==> src/rtl/vga_capture.sv <==
// vga_capture: receive side of the TinyVGA PMOD bus. Recovers line/frame
// timing from the sync edges, tracks lock, signs each frame and serves
// single-pixel probe reads over a 4-phase req/ack handshake.
module vga_capture #(
  parameter int unsigned H_TOTAL  = 800,
  parameter int unsigned H_START  = 144,
  parameter int unsigned V_TOTAL  = 525,
  parameter int unsigned V_START  = 35,
  parameter logic        SYNC_NEG = 1'b1
) (
  input  logic        clk,
  input  logic        rst_n,
  input  logic [7:0]  vga_in,
  input  logic        probe_req,
  input  logic [9:0]  probe_x,
  input  logic [9:0]  probe_y,
  output logic        probe_ack,
  output logic [5:0]  probe_rgb,
  output logic        probe_oor,
  output logic        locked,
  output logic        frame_done,
  output logic [15:0] frame_sig,
  output logic [7:0]  frame_count,
  output logic        err_hlen,
  output logic        err_vlen
);

  localparam logic [9:0]  H_LAST  = 10'(H_TOTAL - 1);
  localparam logic [9:0]  V_LAST  = 10'(V_TOTAL - 1);
  localparam logic [9:0]  H_OFF   = 10'(H_START);
  localparam logic [9:0]  V_OFF   = 10'(V_START);
  localparam logic [10:0] X_LO    = 11'(H_START);
  localparam logic [10:0] X_HI    = 11'(H_START + 640);
  localparam logic [10:0] Y_LO    = 11'(V_START);
  localparam logic [10:0] Y_HI    = 11'(V_START + 480);
  localparam logic [9:0]  CNT_MAX = '1;

  typedef enum logic [1:0] {S_IDLE, S_TRACK, S_LOCKED} state_t;

  logic [7:0]  in_q;
  logic        hs_a_q, hs_b_q, vs_a_q, vs_b_q;
  logic [5:0]  pix_q;
  logic        hs_rise, vs_rise;
  logic [9:0]  hcnt_q, hcnt_d, vcnt_q, vcnt_d;
  logic        seen_hs_q;
  logic        lost, err_h_now, err_v_now, frame_ok;
  logic        err_seen_q, err_seen_d;
  state_t      state_q, state_d;
  logic [15:0] acc_q, acc_d;
  logic        active, probe_hit, req_oor;
  logic [9:0]  pix_x, pix_y;
  logic        fd_d;
  logic        fd_q, errh_q, errv_q;
  logic [15:0] sig_q, sig_d;
  logic [7:0]  cnt_q, cnt_d;
  logic        ack_q, ack_d, oor_q, oor_d, wait_low_q, wait_low_d;
  logic [5:0]  rgb_q, rgb_d;

  // Sync history resets to "asserted" so a bus parked in the asserted
  // state after reset never produces a spurious assertion edge.
  always_ff @(posedge clk or negedge rst_n) begin
    if (!rst_n) begin
      in_q   <= '0;
      hs_a_q <= 1'b1;
      hs_b_q <= 1'b1;
      vs_a_q <= 1'b1;
      vs_b_q <= 1'b1;
      pix_q  <= '0;
    end else begin
      in_q   <= vga_in;
      hs_a_q <= in_q[7] ^ SYNC_NEG;
      hs_b_q <= hs_a_q;
      vs_a_q <= in_q[3] ^ SYNC_NEG;
      vs_b_q <= vs_a_q;
      pix_q  <= {in_q[0], in_q[4], in_q[1], in_q[5], in_q[2], in_q[6]};
    end
  end

  assign hs_rise = hs_a_q & ~hs_b_q;
  assign vs_rise = vs_a_q & ~vs_b_q;

  // hcnt_d/vcnt_d are the coordinates of the pixel currently in pix_q;
  // the _q copies hold the previous cycle's values for length checks.
  always_comb begin
    hcnt_d = (hcnt_q == CNT_MAX) ? hcnt_q : hcnt_q + 10'd1;
    if (hs_rise) hcnt_d = '0;
    vcnt_d = vcnt_q;
    if (hs_rise && vcnt_q != CNT_MAX) vcnt_d = vcnt_q + 10'd1;
    if (vs_rise) vcnt_d = '0;
    lost      = (hcnt_q == CNT_MAX) || (vcnt_q == CNT_MAX);
    err_h_now = hs_rise && seen_hs_q && (hcnt_q != H_LAST) && !lost;
    err_v_now = vs_rise && (vcnt_q != V_LAST) && !lost;
    frame_ok  = !err_seen_q && !err_h_now && !err_v_now;
    err_seen_d = vs_rise ? 1'b0 : (err_seen_q | err_h_now);
    active = ({1'b0, hcnt_d} >= X_LO) && ({1'b0, hcnt_d} < X_HI) &&
             ({1'b0, vcnt_d} >= Y_LO) && ({1'b0, vcnt_d} < Y_HI);
    pix_x  = hcnt_d - H_OFF;
    pix_y  = vcnt_d - V_OFF;
    // The pixel coinciding with vs_rise belongs to the new frame.
    acc_d  = (vs_rise ? 16'd0 : acc_q) + (active ? {10'd0, pix_q} : 16'd0);
    fd_d   = vs_rise && !lost && (state_q != S_IDLE) && frame_ok;
    sig_d  = fd_d ? acc_q : sig_q;
    cnt_d  = cnt_q + {7'd0, fd_d};
  end

  // Lock FSM next state; lost timing overrides every other transition.
  always_comb begin
    state_d = state_q;
    if (lost) begin
      state_d = S_IDLE;
    end else begin
      case (state_q)
        S_IDLE:   if (vs_rise) state_d = S_TRACK;
        S_TRACK:  if (vs_rise && frame_ok) state_d = S_LOCKED;
        S_LOCKED: if (err_h_now || err_v_now) state_d = S_TRACK;
        default:  state_d = S_IDLE;
      endcase
    end
  end

  // Probe handshake: serve once, then wait for req to drop.
  always_comb begin
    ack_d      = 1'b0;
    rgb_d      = rgb_q;
    oor_d      = oor_q;
    wait_low_d = wait_low_q;
    req_oor    = (probe_x >= 10'd640) || (probe_y >= 10'd480);
    probe_hit  = active && (pix_x == probe_x) && (pix_y == probe_y);
    if (!probe_req) begin
      wait_low_d = 1'b0;
    end else if (!wait_low_q) begin
      if (req_oor) begin
        ack_d      = 1'b1;
        oor_d      = 1'b1;
        rgb_d      = '0;
        wait_low_d = 1'b1;
      end else if (state_q == S_LOCKED && probe_hit) begin
        ack_d      = 1'b1;
        oor_d      = 1'b0;
        rgb_d      = pix_q;
        wait_low_d = 1'b1;
      end
    end
  end

  // Timing, signature and output registers.
  always_ff @(posedge clk or negedge rst_n) begin
    if (!rst_n) begin
      hcnt_q     <= '0;
      vcnt_q     <= '0;
      seen_hs_q  <= 1'b0;
      err_seen_q <= 1'b0;
      state_q    <= S_IDLE;
      acc_q      <= '0;
      fd_q       <= 1'b0;
      errh_q     <= 1'b0;
      errv_q     <= 1'b0;
      sig_q      <= '0;
      cnt_q      <= '0;
      ack_q      <= 1'b0;
      rgb_q      <= '0;
      oor_q      <= 1'b0;
      wait_low_q <= 1'b0;
    end else begin
      hcnt_q     <= hcnt_d;
      vcnt_q     <= vcnt_d;
      seen_hs_q  <= seen_hs_q | hs_rise;
      err_seen_q <= err_seen_d;
      state_q    <= state_d;
      acc_q      <= acc_d;
      fd_q       <= fd_d;
      errh_q     <= err_h_now;
      errv_q     <= err_v_now;
      sig_q      <= sig_d;
      cnt_q      <= cnt_d;
      ack_q      <= ack_d;
      rgb_q      <= rgb_d;
      oor_q      <= oor_d;
      wait_low_q <= wait_low_d;
    end
  end

  assign probe_ack   = ack_q;
  assign probe_rgb   = rgb_q;
  assign probe_oor   = oor_q;
  assign locked      = (state_q == S_LOCKED);
  assign frame_done  = fd_q;
  assign frame_sig   = sig_q;
  assign frame_count = cnt_q;
  assign err_hlen    = errh_q;
  assign err_vlen    = errv_q;

endmodule

==> config.mk <==
export PLATFORM = sky130hd
export DESIGN_NAME = vga_capture
export DESIGN_NICKNAME = d
export VERILOG_FILES = /design/src/rtl/vga_capture.sv
export SDC_FILE = /design/constraint.sdc
export NUM_CORES = 1
export LEC_CHECK = 0
export ABC_AREA = 1
export CELL_PAD_IN_SITES_DETAIL_PLACEMENT = 1
export CELL_PAD_IN_SITES_GLOBAL_PLACEMENT = 1
export CORE_MARGIN = 2
export CORE_UTILIZATION = 35
export DETAILED_ROUTE_END_ITERATION = 8
export GPL_ROUTABILITY_DRIVEN = 0
export HOLD_SLACK_MARGIN = 0.1
export PLACE_DENSITY = 0.76
export SLEW_MARGIN = 10
export SYNTH_ARGS = -nofsm -noshare
export SYNTH_HDL_FRONTEND = slang
export SYNTH_SLANG_ARGS = --single-unit
==> constraint.sdc <==
create_clock -name clk -period 4.25 [get_ports clk]
set_input_delay 0.85 -clock clk [delete_from_list [all_inputs] [get_ports clk]]
set_output_delay 0.85 -clock clk [all_outputs]
set_load 0.03 [all_outputs]
### After elaboration in Yosys (flattened, before gate mapping)

Cells that the tools add are included.

| storage, ports and cells | value |
|---|---|
| register bits | 94 |
| bits in latches | 0 |
| memory bits (writable) | 0 |
| memory bits (read-only) | 0 |
| bits of input ports | 31 |
| logic and storage cells | 106 |
| memories | 0 |

| operators by class | value |
|---|---|
| add/subtract/negate cells | 6 |
| $mul | 0 |
| divide/modulo/power cells | 0 |
| $lt $le $gt $ge | 6 |
| equality and inequality tests | 12 |
| shift operators | 0 |
| multiplexer cells | 22 |
| bitwise logic cells | 9 |
| reductions and logical operators | 30 |

Operators by type and width:

| kind | count |
|---|---|
| $mux W10 | 4 |
| $ne A10 B10 Y1 const B | 3 |
| $add A10 B1 Y10 const B | 2 |
| $eq A10 B10 Y1 | 2 |
| $eq A10 B10 Y1 const B | 2 |
| $lt A10 B10 Y1 const B | 2 |
| $logic_and A1 B1 Y1 | 18 |
| $mux W6 | 3 |
| $add A16 B6 Y16 | 1 |
| $mux W16 | 1 |
| $ge A10 B10 Y1 const B | 1 |
| $ge A10 B6 Y1 const B | 1 |
| $ge A10 B8 Y1 const B | 1 |
| $ge A10 B9 Y1 const B | 1 |
| $sub A10 B6 Y10 const B | 1 |
| $sub A10 B8 Y10 const B | 1 |
| $mux W1 | 9 |
| $add A8 B1 Y8 | 1 |
| $mux W2 | 4 |
| $ne A3 B3 Y1 const B | 2 |
| $pmux W2 S3 | 1 |
| $reduce_and A3 Y1 | 2 |
| $not A1 Y1 | 5 |
| $logic_not A1 Y1 | 4 |
| 8 further kinds | 13 |

### Depth between registers and ports, before layout

Gate-level depths: netlist of the first run.

| logic depth | value |
|---|---|
| depth in word-level cells | 15 |
| gate-level depth with buffers | 30 |
| gate-level depth less buffers | 30 |

### Least setup slack after synthesis of the first run

OpenSTA, ideal clock, no wires.

| path | value |
|---|---|
| kind | reg2reg |
| from | reg vcnt_q[0] |
| to | reg acc_q[14] |
| library setup time | 0.123 ns |
| data arrival time | 4.016 ns |
| setup slack | 0.111 ns |
| cell stages (with the launch flop) | 31 |
| buffers on the path | 1 |
| cells stage by stage | dfrtp_1 -> ha_1 -> inv_1 -> nor2_4 -> nand3_4 -> buf_6 -> nand3_2 -> nand3_2 -> inv_1 -> ha_1 -> inv_1 -> nand2_2 -> nor2_1 -> nand3_1 -> nand2_1 -> nand3_2 -> nor2_1 -> ha_1 -> inv_1 -> fa_1 -> o21ai_0 -> a21oi_1 -> inv_1 -> a21oi_1 -> nor2_1 -> nand2_1 -> nor2_1 -> nand2_1 -> nor3_1 -> nand3_1 -> xor2_1 |

| on the way | value |
|---|---|
| cells in the longest elaborated chain, start to end | 9 |
| elaborated cells on any way between the ends | 11 |
| those cells by class | add/sub: 2; order compare: 2; eq/ne: 1; mux: 3; reduce/logical: 3 |

Ends and longest elaborated chain:

| element | line | text |
|---|---|---|
| start: declaration | 44 | `logic [9:0] hcnt_q, hcnt_d, vcnt_q, vcnt_d;` |
| start signal: assignment | 166 | `vcnt_q <= vcnt_d;` |
| parallel branches: the longest is 2 deep, another holds $add A10 B1 Y10 | n/a |  |
| $mux W10 * | 88 | `if (hs_rise && vcnt_q != CNT_MAX) vcnt_d = vcnt_q + 10'd1;` |
| $mux W10 * | 89 | `if (vs_rise) vcnt_d = '0;` |
| named net vcnt_d[0] | 44 |  |
| $ge A10 B6 Y1 | 96 | `({1'b0, vcnt_d} >= Y_LO) && ({1'b0, vcnt_d} < Y_HI);` |
| $logic_and A1 B1 Y1 | 95 | `active = ({1'b0, hcnt_d} >= X_LO) && ({1'b0, hcnt_d} < X_HI) &&` |
| $logic_and A1 B1 Y1 * | 96 |  |
| $mux W6 * | 100 | `acc_d = (vs_rise ? 16'd0 : acc_q) + (active ? {10'd0, pix_q} : 16'd0);` |
| $add A16 B6 Y16 * | 100 |  |
| named net acc_d[14] | 49 | `logic [15:0] acc_q, acc_d;` |
| end signal: assignment | 154 | `acc_q <= '0;` |
| end signal: assignment | 170 | `acc_q <= acc_d;` |
| end: declaration | 49 |  |

Mark *: on every way through the listed nets, which the timed path passes.
A chain may end at the register's enable or synchronous reset.

### Worst setup path in the final report of the first run

| path | value |
|---|---|
| from | reg hcnt_q[1] |
| to | reg acc_q[14] |

| on the way | value |
|---|---|
| cells in the longest elaborated chain, start to end | 9 |
| elaborated cells on any way between the ends | 11 |
| those cells by class | add/sub: 2; order compare: 2; eq/ne: 1; mux: 3; reduce/logical: 3 |

Ends and longest elaborated chain:

| element | line | text |
|---|---|---|
| start: declaration | 44 |  |
| start signal: assignment | 165 | `hcnt_q <= hcnt_d;` |
| $add A10 B1 Y10 / $eq A10 B10 Y1 (equally long branches) | 85 | `hcnt_d = (hcnt_q == CNT_MAX) ? hcnt_q : hcnt_q + 10'd1;` |
| $mux W10 * | 85 |  |
| $mux W10 * | 86 | `if (hs_rise) hcnt_d = '0;` |
| named net hcnt_d[4] | 44 |  |
| $ge A10 B8 Y1 / $lt A10 B10 Y1 (equally long branches) | 95 |  |
| $logic_and A1 B1 Y1 * (2 in a row) | 95 |  |
| $logic_and A1 B1 Y1 * | 96 |  |
| $mux W6 * | 100 |  |
| $add A16 B6 Y16 * | 100 |  |
| named net acc_d[14] | 49 |  |

The timed path passes the listed nets; every way through them passes the cells marked *.

==> key figures, run 1 <==
Timing
  – Least-Margin Pin Slew: 1.075 ns
  – RSZ-0062 raised after global routing: yes
  – Worst Clk Skew: 0.008732 ns
  – Slew HR: 0.2783
  – Share of the clock period used by the worst path: 0.9683
  – Count of final hold-check violations: 0
  – Finish-stage setup viols: 0
  – FMAX: 243.0 MHz
  – Fin crit period: 4.115 ns
  – Max-slew violations: 0

Power
  – Power density cells: 324.4 nW/um2
  – Total power: 2.300 mW
  – Leakage: 3.609 nW
  – Max rail drop VDD: 199.4 uV

Setup path
  – Critical Path Start Type: flop
  – Crit-path slowest cell: fa_2
  – Crit Path Max Fanout: 5
  – Crit Path Class: flop to flop
  – CP dominant cell by count: nor2_2
  – CP peak stage delay: 0.39 ns
  – CP arrival: 4.35 ns
  – Crit end category: flop
  – Required @ worst endpoint: 4.49 ns

Synthesis
  – Seq/Total Area, Yosys: 0.4454
  – Synth Area per Inst: 7.876 um2
  – Post-synth EDFFs: 0
  – Top-count cell post-synth: nand2_1
  – Post-synthesis cell area: 5293 um2
  – Synth top area share: 0.4255
  – Synth Instances: 672
  – FF+latch count, synth: 94
  – Synth cell types: 38
  – Largest area contributor in the synthesized netlist: dfrtp_1
  – Ys flop type: dfrtp_1
  – Dominant cells by area after synthesis: dfrtp_1 43%, nand2_1 13%, inv_1 7.9%
  – Yosys synthesis warning count: 0
  – Commonest cells in the synthesized netlist: 180 x nand2_1, 111 x inv_1, 90 x dfrtp_1
  – Syn nets: 718
  – Asr flop ratio synth: 1.000

Final layout
  – Layout cell share with drive strength beyond 1: 0.2218
  – Final core utilization: 0.4842
  – Area grow syn2layout: 33.97%
  – Nets@finish: 848
  – Finished Layout Cells: 991
  – # diodes: 0

Route
  – Iter 0 DRT Violations: 191
  – Routed WL per cell: 14.86 um
  – DR vias/cell: 4.868
  – First-pass detailed-route iteration total: 4
  – Drt total wl: 14730 um
  – Drt drc: 0
  – Vias: 4824
  – Post-route ant nets: 0

Global route
  – First-pass GRT wire length: 23960 um
  – Largest net degree at the start of global routing: 37
  – Antenna violations before repair: 0
  – Vias in the first global route: 5111
  – Tot GR Track Use: 0.1853
  – Grt total ovfl: 0

Placement
  – Dpl hpwl: 11090 um
  – Placed Cells: 946
  – Number of I/O port buffers: 66

Die
  – Die area: 16120 um2
  – Die H: 127.0 um
  – Num rows: 44
  – DIE WIDTH: 127.0 um
  – IO Count: 67
  – CORE AREA: 14640 um2
  – Initial Util: 0.3614

Flow run
  – Max Cap Viol: 0

CTS
  – Cts bufs inserted: 9
  – CTS tree: yes
  – # H-tree levels: 3
  – CTS max path bufs: 2
  – CTS Sinks: 94
  – Clock-pin slew on the worst setup and hold paths: 0.07 ns
  – Worst skew pair latency: 0.36 ns
  – Root buffer cell: clkbuf_16

Min path
  – HP Class: flop to flop

Outcome
  – Outcome: finished, final reports clean
[sequential cells by signal (all words and copies together) (netlist names)]
signal / cells
probe_ack: 1
probe_oor: 1
hs_a_q: 1
err_vlen: 1
seen_hs_q: 1
wait_low_q: 1
err_hlen: 1
frame_done: 1
state_q: 2
vcnt_q: 10
pix_q: 6
hcnt_q: 10
acc_q: 16
frame_count: 8
probe_rgb: 6
frame_sig: 16
vs_a_q: 1
hs_b_q: 1
in_q: 8
err_seen_q: 1
vs_b_q: 1
[cell usage in the layout (no fill, tap or decap), types with 15 or more instances in the layout]
cell type	netlist	final
nand3_1	55	52
inv_1	111	106
nand2_2	10	15
dfrtp_1	90	89
nor2_1	56	48
nand4_1	19	19
buf_4	1	62
xor2_1	20	19
clkdlybuf4s50_1	0	65
nand2_1	180	171
[critical path: cells and delay by family (launching register included)]
family,cells,cell delay [ns]
compound gates,3,0.29
xor+xnor,2,0.37
fa+ha+maj,4,0.91
buf+inv,5,0.30
flops,1,0.36
simple gates,15,1.73
[final timing paths]
check                           from             end  slack, ns  depth (start not counted)
max                        hcnt_q[1]       acc_q[14]       0.13                         29
min                          in_q[1]        pix_q[3]       0.35                          0
max reg2reg                hcnt_q[1]       acc_q[14]       0.13                         29
min reg2reg                  in_q[1]        pix_q[3]       0.35                          0
max in group asynchronous      rst_n          hs_a_q       2.97                          2
min in group asynchronous      rst_n  frame_count[6]       0.44                          1
[metrics by stage]
stage | hold slack, ns | TNS [ns] | instance area [um2] | worst slack (ns)
after floorplan | 0.3312 | 0 | 5293 | 0.1108
after global placement | 0.3348 | -0.07461 | 6381 | -0.05307
after detailed placement | 0.3363 | -1.166 | 6381 | -0.3633
after CTS | 0.3525 | 0 | 6756 | 0.01475
after global routing | 0.3582 | -0.3596 | 7091 | -0.1368
final | 0.3508 | 0 | 7091 | 0.1349
[cell families (layout without fill, tap and decap cells)]
family | Yosys count | after routing | share of synthesized area
AO/OA/AOI/OAI | 39 | 39 | 0.04326
buffers and inverters | 131 | 266 | 0.09622
flip-flops | 94 | 94 | 0.4454
AND/OR/NAND/NOR | 366 | 366 | 0.3336
XOR/XNOR | 27 | 27 | 0.04468
adder cells (fa/ha/maj) | 15 | 15 | 0.03688
[power breakdown]
part	switching (mW)	internal, mW	total (mW)
clock network	0.383	0.410	0.793
logic	0.309	0.198	0.507
registers	0.0444	0.955	0.999
[final cells by class]
type,instances,area [um2]
clock inverters,7,66.31
multi-input cells,447,2608
inverters,121,460.4
well taps,184,230.2
clock buffers,9,225.2
repair buffers,129,1142
fillers,1768,7553
flip-flops and latches,94,2359
[layer usage]
| metal | up-vias | global-route usage | part of all wire |
|---|---|---|---|
| met3 | 17 | 0.03015 | 0.029 |
| met5 | - | 0 | 0 |
| met4 | 0 | 0.06658 | 0.016 |
| met2 | 74 | 0.3286 | 0.52 |
| li1 | 2353 | - | - |
| met1 | 2380 | 0.2284 | 0.44 |
[repair_timing]
action,4_1_cts,5_1_grt
pin swaps,5,30
endpoints found under the setup margin,6,5
hold buffers,0,0
buffers inserted,7,22
gates resized for setup,10,46
Note: power is estimated with default switching activity, not from simulation.
==> inputs of run 2 (changes only) <==
- CORE_ASPECT_RATIO: unset -> 0.9
==> run 2 against run 1 <==
Clock skew is essentially flat. Fmax is 2.6% lower. Sequential cell count stayed put.
==> key figures, run 2 (synthesized netlist as in run 1, its figures left out) <==
Die
  – Die area: 16120 um2 (about the same)
  – IO Count: 67 (unchanged)
  – CORE AREA: 14770 um2 (was 14640 um2)
  – Die H: 120.7 um (was 127.0 um)
  – Initial Util: 0.3584 (was 0.3614)
  – Num rows: 42 (was 44)
  – DIE WIDTH: 133.6 um (was 127.0 um)

Setup path
  – CP peak stage delay: 0.38 ns (was 0.39 ns)
  – Required @ worst endpoint: 4.50 ns (was 4.49 ns)
  – Reg-to-reg slack, setup: 0.02 ns (was 0.13 ns)
  – Reg2reg end: acc_q[14] (unchanged)
  – Reg2Reg Depth: 29 (unchanged)
  – Crit Path Class: flop to flop (unchanged)
  – Crit end category: flop (unchanged)
  – CP arrival: 4.47 ns (was 4.35 ns)
  – R2R Path Start: vcnt_q[0] (was hcnt_q[1])
  – Stages on worst setup path: 29 (unchanged)
  – Crit Path Max Fanout: 5 (unchanged)
  – CP dominant cell by count: nor2_4 (was nor2_2)
  – Crit path max-delay family: simple AND/OR/NAND/NOR gates (unchanged)
  – Buf+Inv Stages, Crit Path: 5 (unchanged)
  – Crit-path slowest cell: dfrtp_1 (was fa_2)
  – Critical Path Start Type: flop (unchanged)

CTS
  – CTS max path bufs: 2 (unchanged)
  – CTS tree: yes (unchanged)
  – Root buffer cell: clkbuf_16 (unchanged)
  – CTS Hold Bufs: 0 (unchanged)
  – Cts bufs inserted: 9 (unchanged)
  – Clock-pin slew on the worst setup and hold paths: 0.07 ns (about the same)
  – CTS Sinks: 94 (unchanged)
  – # H-tree levels: 3 (unchanged)
  – Worst skew pair latency: 0.36 ns (about the same)

Outcome
  – Outcome: finished, final reports clean (unchanged)

Global route
  – Vias in the first global route: 5240 (was 5111)
  – Grt total ovfl: 0 (unchanged)
  – Largest net degree at the start of global routing: 67 (was 37)
  – Antenna violations before repair: 0 (unchanged)
  – First-pass GRT wire length: 25130 um (was 23960 um)
  – Tot GR Track Use: 0.1965 (was 0.1853)

Timing
  – RSZ-0062 raised after global routing: yes (unchanged)
  – Count of final hold-check violations: 0 (unchanged)
  – FMAX: 236.6 MHz (was 243.0 MHz)
  – Fin crit period: 4.227 ns (was 4.115 ns)
  – Slew HR: 0.2933 (was 0.2783)
  – Share of the clock period used by the worst path: 0.9945 (was 0.9683)
  – Finish-stage setup viols: 0 (unchanged)
  – Least-Margin Pin Slew: 1.053 ns (was 1.075 ns)
  – Worst Clk Skew: 0.008636 ns (was 0.008732 ns)
  – Max-slew violations: 0 (unchanged)

Min path
  – Worst Hold Launch: in_q[6] (was in_q[1])
  – Worst Hold End: pix_q[0] (was pix_q[3])
  – HP Class: flop to flop (unchanged)
  – Hold Path Stages: 0 (unchanged)

Power
  – Clock power share: 0.341 (was 0.345)
  – Part of the power in combinational logic: 0.234 (was 0.221)
  – P_int: 1.598 mW (was 1.563 mW)
  – Leakage: 3.746 nW (was 3.609 nW)
  – Total power: 2.367 mW (was 2.300 mW)
  – Power density cells: 318.9 nW/um2 (was 324.4 nW/um2)
  – Switching Share: 0.3250 (was 0.3203)
  – Sequential Power Share: 0.425 (was 0.435)
  – Sw power: 0.7691 mW (was 0.7368 mW)
  – Max rail drop VDD: 205.5 uV (was 199.4 uV)

Route
  – Iter 0 DRT Violations: 259 (was 191)
  – Met2 WL: 9067 um (was 7643 um)
  – Vias: 4940 (was 4824)
  – Drt total wl: 16710 um (was 14730 um)
  – Top Layer Used: met4 (unchanged)
  – Drt drc: 0 (unchanged)
  – Post-route ant nets: 0 (unchanged)
  – First-pass detailed-route iteration total: 4 (unchanged)
  – Wire length on met1: 6785 um (was 6432 um)
  – DR vias/cell: 4.805 (was 4.868)
  – Routed WL per cell: 16.25 um (was 14.86 um)
  – Met3 WL post-DR: 582 um (was 421 um)

Final layout
  – Commonest non-fill, non-tap cells in the layout: 165 x nand2_1, 105 x inv_1, 89 x dfrtp_1 (was 171 x nand2_1, 106 x inv_1, 89 x dfrtp_1)
  – Nets@finish: 871 (was 848)
  – Layout cell share with drive strength beyond 1: 0.2627 (was 0.2218)
  – # fillers: 1768 (unchanged)
  – Storage cell area: 2359 um2 (unchanged)
  – Finished Layout Cells: 1028 (was 991)
  – Multi-input gate area: 2729 um2 (was 2608 um2)
  – # diodes: 0 (unchanged)
  – Most common cell after layout, fill and taps aside: nand2_1 (unchanged)
  – Final core utilization: 0.5025 (was 0.4842)
  – Area grow syn2layout: 40.21% (was 33.97%)

Placement
  – Dpl hpwl: 11360 um (was 11090 um)
  – Number of I/O port buffers: 66 (unchanged)
  – Placed Cells: 964 (was 946)

Flow run
  – Max Cap Viol: 0 (unchanged)
run 2: per-layer routing:
layer / global-route usage / up-vias
met5: 0 / -
met4: 0.05918 / 0
met3: 0.04067 / 22
met2: 0.3553 / 85
met1: 0.2351 / 2432
li1: - / 2401
run 2: metrics by stage:
| stage | cell area [um2] | setup TNS (ns) | worst slack (ns) | hold WS, ns |
|---|---|---|---|---|
| 2_1_floorplan | 5293 | 0 | 0.1108 | 0.3312 |
| 3_3_place_gp | 6441 | 0 | 0.06425 | 0.3340 |
| 3_5_place_dp | 6441 | -0.7727 | -0.2646 | 0.3363 |
| 4_1_cts | 6854 | 0 | 0.004775 | 0.3525 |
| 5_1_grt | 7421 | -0.5321 | -0.2137 | 0.3605 |
| 6_report | 7421 | 0 | 0.02319 | 0.3517 |
run 2: area by class of cell:
cell class / instances / share of cell area
inverters: 121 / 0.06205
clock inverters: 6 / 0.007250
flip-flops and latches: 94 / 0.3178
well taps: 198 / 0.03338
multi-input cells: 447 / 0.3677
clock buffers: 10 / 0.03220
repair buffers: 152 / 0.1796
run 2: worst register-to-register path, delay by kind of cell (launching register included):
kind	cells	cell delay (ns)
AOI/OAI and AO/OA	3	0.30
xor gates and xnor gates	1	0.18
adders and majority gates	3	0.74
buffers and inverters	5	0.49
DFF	1	0.38
and+or+nand+nor	17	2.03
run 2: how the worst max path moves through the flow:
stage	slack [ns]	endpoint	startpoint
2_1_floorplan	0.11	acc_q[14]	vcnt_q[0]
3_3_place_gp	0.06	acc_q[14]	hcnt_q[1]
3_5_place_dp	-0.26	acc_q[14]	hcnt_q[1]
4_1_cts	0.005	acc_q[15]	vcnt_q[0]
5_1_grt	-0.21	acc_q[14]	vcnt_q[0]
6_report	0.02	acc_q[14]	vcnt_q[0]
run 2: repair_timing:
action | CTS | global route
resized for setup | 9 | 76
endpoints found under the setup margin | 5 | 7
hold endpoints to repair | 0 | 0
pin swaps | 6 | 39
buffers inserted | 12 | 36
run 2: power by group through the flow:
stage,Sequential (mW),Combinational [mW],Clock (mW)
global placement,1.02,0.458,0
floorplan,1.05,0.237,0
global route,1.01,0.605,0.861
finish,1.01,0.553,0.808
detailed placement,1.02,0.477,0
CTS,1.00,0.490,0.823
